### config.mk
export PLATFORM = sky130hd
export DESIGN_NAME = spi_slave_cs_responder
export DESIGN_NICKNAME = d
export VERILOG_FILES = /design/src/rtl/spi_pkg.sv /design/src/rtl/spi_sync_edge.sv /design/src/rtl/spi_slave_cs_responder.sv
export SDC_FILE = /design/constraint.sdc
export NUM_CORES = 1
export LEC_CHECK = 0
export ABC_AREA = 1
export BUFFER_PORTS_ARGS = -buffer_cell sky130_fd_sc_hd__clkbuf_2
export CAP_MARGIN = 20
export CORE_MARGIN = 2
export CORE_UTILIZATION = 51
export DETAILED_ROUTE_END_ITERATION = 6
export PLACE_DENSITY = 0.86
export SLEW_MARGIN = 20
export SYNTH_ARGS = -nofsm -noshare
export SYNTH_HDL_FRONTEND = slang
export SYNTH_SLANG_ARGS = --single-unit
### constraint.sdc
create_clock -name i_clk -period 1.4 [get_ports i_clk]
set_clock_uncertainty 0.1 [all_clocks]
set_input_delay 0 -clock i_clk [delete_from_list [all_inputs] [get_ports i_clk]]
set_output_delay 0 -clock i_clk [all_outputs]
set_load 0.03 [all_outputs]
### src/rtl/spi_pkg.sv
// rtl/spi_pkg.sv - shared state encodings and mode helpers for the SPI responder
package spi_pkg;

   typedef enum logic [1:0] {
      ST_IDLE     = 2'd0,
      ST_SELECTED = 2'd1,
      ST_DONE     = 2'd2
   } state_e;

   localparam logic [7:0] TX_UNDERRUN_FILL = 8'hFF;

   function automatic logic mode_cpol(input int mode);
      return mode[1];
   endfunction

   function automatic logic mode_cpha(input int mode);
      return mode[0];
   endfunction

endpackage

### src/rtl/spi_sync_edge.sv
// rtl/spi_sync_edge.sv - multi-flop synchroniser with optional rise/fall detection
module spi_sync_edge #(
   parameter int   STAGES  = 2,
   parameter logic RST_VAL = 1'b0,
   parameter logic EDGE_EN = 1'b1
) (
   input  logic i_clk,
   input  logic i_rst_n,
   input  logic i_d,
   output logic o_level,
   output logic o_rise,
   output logic o_fall
);

   logic [STAGES-1:0] sync_q;

   always_ff @(posedge i_clk or negedge i_rst_n) begin
      if (!i_rst_n) begin
         sync_q <= {STAGES{RST_VAL}};
      end else begin
         sync_q <= {sync_q[STAGES-2:0], i_d};
      end
   end

   assign o_level = sync_q[STAGES-1];

   if (EDGE_EN) begin : g_edge
      logic prev_q;

      always_ff @(posedge i_clk or negedge i_rst_n) begin
         if (!i_rst_n) begin
            prev_q <= RST_VAL;
         end else begin
            prev_q <= sync_q[STAGES-1];
         end
      end

      assign o_rise = o_level & ~prev_q;
      assign o_fall = ~o_level & prev_q;
   end else begin : g_no_edge
      assign o_rise = 1'b0;
      assign o_fall = 1'b0;
   end

endmodule

### src/rtl/spi_slave_cs_responder.sv
// rtl/spi_slave_cs_responder.sv - oversampling SPI responder with one-deep TX hold register
module spi_slave_cs_responder
   import spi_pkg::*;
#(
   parameter int SPI_MODE    = 0,
   parameter int SYNC_STAGES = 2
) (
   input  logic       i_clk,
   input  logic       i_rst_n,
   input  logic       i_SPI_clk,
   input  logic       i_SPI_CS_n,
   input  logic       i_SPI_MOSI,
   output logic       o_SPI_MISO,
   output logic       o_SPI_MISO_en,
   input  logic [7:0] i_TX_Byte,
   input  logic       i_TX_DV,
   output logic       o_TX_Ready,
   output logic       o_RX_DV,
   output logic [7:0] o_RX_Byte,
   output logic [2:0] o_RX_count,
   output logic       o_TX_Underrun,
   output logic       o_Frame_Done
);

   localparam logic CPOL = mode_cpol(SPI_MODE);
   localparam logic CPHA = mode_cpha(SPI_MODE);

   logic sclk_lvl, sclk_rise, sclk_fall;
   logic cs_lvl, cs_rise, cs_fall;
   logic mosi_lvl, mosi_rise, mosi_fall;

   spi_sync_edge #(.STAGES(SYNC_STAGES), .RST_VAL(CPOL), .EDGE_EN(1'b1)) u_sync_sclk (
      .i_clk(i_clk), .i_rst_n(i_rst_n), .i_d(i_SPI_clk),
      .o_level(sclk_lvl), .o_rise(sclk_rise), .o_fall(sclk_fall)
   );

   spi_sync_edge #(.STAGES(SYNC_STAGES), .RST_VAL(1'b1), .EDGE_EN(1'b1)) u_sync_cs (
      .i_clk(i_clk), .i_rst_n(i_rst_n), .i_d(i_SPI_CS_n),
      .o_level(cs_lvl), .o_rise(cs_rise), .o_fall(cs_fall)
   );

   spi_sync_edge #(.STAGES(SYNC_STAGES), .RST_VAL(1'b0), .EDGE_EN(1'b0)) u_sync_mosi (
      .i_clk(i_clk), .i_rst_n(i_rst_n), .i_d(i_SPI_MOSI),
      .o_level(mosi_lvl), .o_rise(mosi_rise), .o_fall(mosi_fall)
   );

   logic lead_ev, trail_ev, sample_ev, shift_ev;

   assign lead_ev   = CPOL ? sclk_fall : sclk_rise;
   assign trail_ev  = CPOL ? sclk_rise : sclk_fall;
   assign sample_ev = CPHA ? trail_ev : lead_ev;
   assign shift_ev  = CPHA ? lead_ev : trail_ev;

   state_e     state_q;
   logic [7:0] hold_q, tx_shift_q, rx_shift_q, rx_byte_q;
   logic       hold_full_q, rx_dv_q, underrun_q;
   logic [2:0] tx_idx_q, rx_bits_q, rx_count_q;

   logic       load_en, hold_wr;
   logic [7:0] load_byte, rx_shift_d;

   assign hold_wr    = i_TX_DV && !hold_full_q;
   assign load_en    = (state_q == ST_IDLE && cs_fall && !CPHA) ||
                       (state_q == ST_SELECTED && shift_ev && tx_idx_q == 3'd0);
   assign load_byte  = hold_full_q ? hold_q : TX_UNDERRUN_FILL;
   assign rx_shift_d = {rx_shift_q[6:0], mosi_lvl};

   // A load drains the old content first, so a same-cycle write refills the register.
   always_ff @(posedge i_clk or negedge i_rst_n) begin
      if (!i_rst_n) begin
         hold_q      <= 8'h00;
         hold_full_q <= 1'b0;
      end else begin
         if (hold_wr) hold_q <= i_TX_Byte;
         if (load_en) hold_full_q <= hold_wr;
         else if (hold_wr) hold_full_q <= 1'b1;
      end
   end

   always_ff @(posedge i_clk or negedge i_rst_n) begin
      if (!i_rst_n) begin
         state_q    <= ST_IDLE;
         tx_shift_q <= 8'h00;
         tx_idx_q   <= 3'd0;
         rx_shift_q <= 8'h00;
         rx_bits_q  <= 3'd0;
         rx_byte_q  <= 8'h00;
         rx_count_q <= 3'd0;
         rx_dv_q    <= 1'b0;
         underrun_q <= 1'b0;
      end else begin
         rx_dv_q    <= 1'b0;
         underrun_q <= load_en && !hold_full_q;
         case (state_q)
            ST_IDLE: begin
               if (cs_fall) begin
                  state_q    <= ST_SELECTED;
                  rx_bits_q  <= 3'd0;
                  rx_count_q <= 3'd0;
                  if (!CPHA) begin
                     tx_shift_q <= load_byte;
                     tx_idx_q   <= 3'd1;
                  end else begin
                     tx_shift_q <= 8'h00;
                     tx_idx_q   <= 3'd0;
                  end
               end
            end
            ST_SELECTED: begin
               if (cs_rise) state_q <= ST_DONE;
               if (sample_ev) begin
                  rx_shift_q <= rx_shift_d;
                  rx_bits_q  <= rx_bits_q + 3'd1;
                  if (rx_bits_q == 3'd7) begin
                     rx_byte_q <= rx_shift_d;
                     rx_dv_q   <= 1'b1;
                     if (rx_count_q != 3'd7) rx_count_q <= rx_count_q + 3'd1;
                  end
               end
               if (shift_ev) begin
                  tx_shift_q <= (tx_idx_q == 3'd0) ? load_byte : {tx_shift_q[6:0], 1'b0};
                  tx_idx_q   <= tx_idx_q + 3'd1;
               end
            end
            ST_DONE: state_q <= ST_IDLE;
            default: state_q <= ST_IDLE;
         endcase
      end
   end

   assign o_SPI_MISO    = tx_shift_q[7];
   assign o_SPI_MISO_en = ~cs_lvl;
   assign o_TX_Ready    = ~hold_full_q;
   assign o_RX_DV       = rx_dv_q;
   assign o_RX_Byte     = rx_byte_q;
   assign o_RX_count    = rx_count_q;
   assign o_TX_Underrun = underrun_q;
   assign o_Frame_Done  = (state_q == ST_DONE);

endmodule

==> metrics.txt <==
endpoints failing setup=0; Hold Slack=about 0.15 ns; status=completed; die footprint=5030 um2; Synth Instances=between 200 and 300; Netlist cell types=22; clock tree buffer depth=2; initial antenna violation count=0; cell taking the most area after synthesis=dfrtp_1; Buffers on Ports=30; Setup CP Type=reg -> reg; first drt pass iteration count=4; worst path bufs/invs=2; Max Cap Viol=0; vias in the first global route=~1.8k; maximum VDD drop=roughly 1200 uV; internal power=~0.0032 W; # H-tree levels=2; total number of vias=around 1.9k; DRT Wirelength=4.81 mm; worst skew pair latency=0.31 ns; Synth Cell Area=~2300 um2; Wirelength per Cell=about 13 um; critical-path cell list=inv_2 > nor2_4 > nand2_4 > buf_4 > o21ai_1 > nand2_1; Antenna Nets Post-Route=0; cell row count=24; max frequency=around 730 MHz; first-pass GRT wire length=roughly 8 mm; CP max stage cell=dfrtp_1; Slew @ Worst Pin=~0.29 ns; crit end category=register; Initial Util=between 50% and 60%; Syn Nets=around 270; setup TNS=0 ns; initial drt markers=129; final hold vios=0; RSZ-0062 raised after global routing=true; CTS tree=done; Area Overhead vs Synth=32.9%; Total Routing Usage GR=20.3%; # DRC=0; Clock power frac=roughly 18%; WP data arrival=~1.5 ns; Seq/Total Area, Yosys=a little under 60%; PwrDens=~1700 nW/um2; fin crit period=between 1 and 1.5 ns; CTS Buf Count=5; Crit path required time=1.50 ns; combinational fraction of design power=a little under two fifths; Ys Warns=0; Worst path max stage delay=between 0.3 and 0.4 ns; synth top area cells=dfrtp_1 (55%), nand2_1 (13%), nand3_1 (8.5%), dfstp_2 (3.5%), nor2_1 (3.5%); CP top delay family=simple AND/OR/NAND/NOR gates; Post-DP HPWL=around 3 mm; GRT overflow=0; Diodes inserted=0; vias per cell=4.99; clock tree sinks=53; routability cong.=0.772; CTS Root Buffer Type=clkbuf_8; Die Ht=70.9 um; Die Wd=between 70 and 80 um; Pwr Total=approximately 0.0050 W; Setup crit start kind=register; flops & latches, synth=53; Layout Nets=approximately 340; Sequential Power Share=between 40% and 50%; NetSw=~0.0018 W; Mean Syn Cell Area=between 9 and 10 um2; fin crit share=~100%; Worst-path clk slew=around 0.10 ns; # IOs=31; sw frac=between 30% and 40%; Synth top area share=approximately 55%; relative max-transition margin=between 80 and 90%; share of cells above drive strength 1=a little under a third; Hold Path Class=in -> async; Leakage Power=1.62 nW; Worst Path Max Fanout=8; largest net degree at the start of global routing=54; core box area=around 4300 um2; Slew Limit Fails=0; utilization after layout=between 70% and 80%
-- final cells by class --
cell class | instances | area (um2)
fillers | 316 | 1290
flip-flops and latches | 53 | 1330
inverters | 16 | 60.1
multi-input cells | 174 | 951
repair buffers | 69 | 532
clock inverters | 2 | 13.8
well taps | 52 | 65.1
clock buffers | 6 | 82.6
-- metrics by stage --
step / setup WS [ns] / instance area [um2] / std cells
final: 0.0223 / 3040 / 372
after global routing: -0.0866 / 3040 / 372
after CTS: -0.0122 / 2870 / 365
after detailed placement: -0.00445 / 2610 / 343
after global placement: 0.0257 / 2610 / 343
after floorplan: 0.00692 / 2300 / 252
-- registers in the layout, indices dropped and copies added (netlist names), 2 cells and up --
| name | flops |
|---|---|
| u_sync_mosi.sync_q | 2 |
| tx_shift_q | 8 |
| o_RX_count | 3 |
| rx_shift_q | 7 |
| hold_q | 8 |
| o_RX_Byte | 8 |
| state_q | 2 |
| rx_bits_q | 3 |
| tx_idx_q | 3 |
| u_sync_cs.sync_q | 2 |
| u_sync_sclk.sync_q | 2 |
-- kinds of logic (layout without fill, tap and decap cells) --
group | after synthesis | count (layout) | synth area share [%]
AND/OR/NAND/NOR | 153 | 153 | 29.7
flip-flops | 53 | 53 | 58.2
buffers and inverters | 25 | 93 | 5.37
AO/OA/AOI/OAI | 14 | 14 | 3.07
adder cells (fa/ha/maj) | 6 | 6 | 3.29
XOR/XNOR | 1 | 1 | 0.383
-- power groups by stage --
stage | clock (W) | combinational, W | sequential (W)
after global routing | 0.000965 | 0.00213 | 0.00230
after detailed placement | 0 | 0.00154 | 0.00227
after global placement | 0 | 0.00149 | 0.00225
after CTS | 0.000906 | 0.00164 | 0.00224
after floorplan | 0 | 0.00100 | 0.00229
final | 0.000898 | 0.00188 | 0.00225
-- cell usage in the layout (no fill, tap or decap), drive strengths merged --
master and instances:
clkinv 3, nor2 24, nor3 1, nand2 82, dfstp 3, o21ai 12
dlygate4sd3 13, nand3 39, nand3b 7, clkbuf 36, xor2 1, inv 15
ha 6, buf 26, a21oi 2, dfrtp 50
-- worst min-delay path, stage by stage --
cell and delay (ns):
dlygate4sd3_1 0.54, clkbuf_2 0.14, buf_12 0.27
-- per-layer routing --
layer | up-vias | GRT usage (%) | part of all wire, %
met5 | - | 0 | 0
met4 | 0 | 6.71 | 1.2
met1 | 873 | 23.0 | 40
met2 | 43 | 37.6 | 55
met3 | 5 | 4.42 | 3.8
li1 | 935 | - | -
-- synth_stat cells (all sizes together) --
master,instances
a21oi,2
buf,7
clkbuf,2
clkinv,1
dfrtp,50
dfstp,3
ha,6
inv,15
nand2,82
nand3,39
nand3b,7
nor2,24
nor3,1
o21ai,12
xor2,1
-- path summary, 6_finish.rpt --
check,cells past startpoint,from,endpoint,slack (ns)
max,6,state_q[0],o_RX_Byte[7],0.02
min,3,i_rst_n,o_RX_Byte[3],0.15
max reg2reg,6,state_q[0],o_RX_Byte[7],0.02
min reg2reg,0,u_sync_sclk.sync_q[0],u_sync_sclk.sync_q[1],0.26
max in group asynchronous,3,i_rst_n,u_sync_cs.sync_q[1],0.76
min in group i_clk,2,i_SPI_CS_n,u_sync_cs.sync_q[0],0.22
-- repair_timing --
action,in CTS,in global routing
endpoints found under the setup margin,11,23
hold endpoints to repair,64,0
pin swaps,3,7
hold buffers,13,0
gates resized for setup,8,28
setup buffers,1,7
Power figures use the tool's default switching activity.
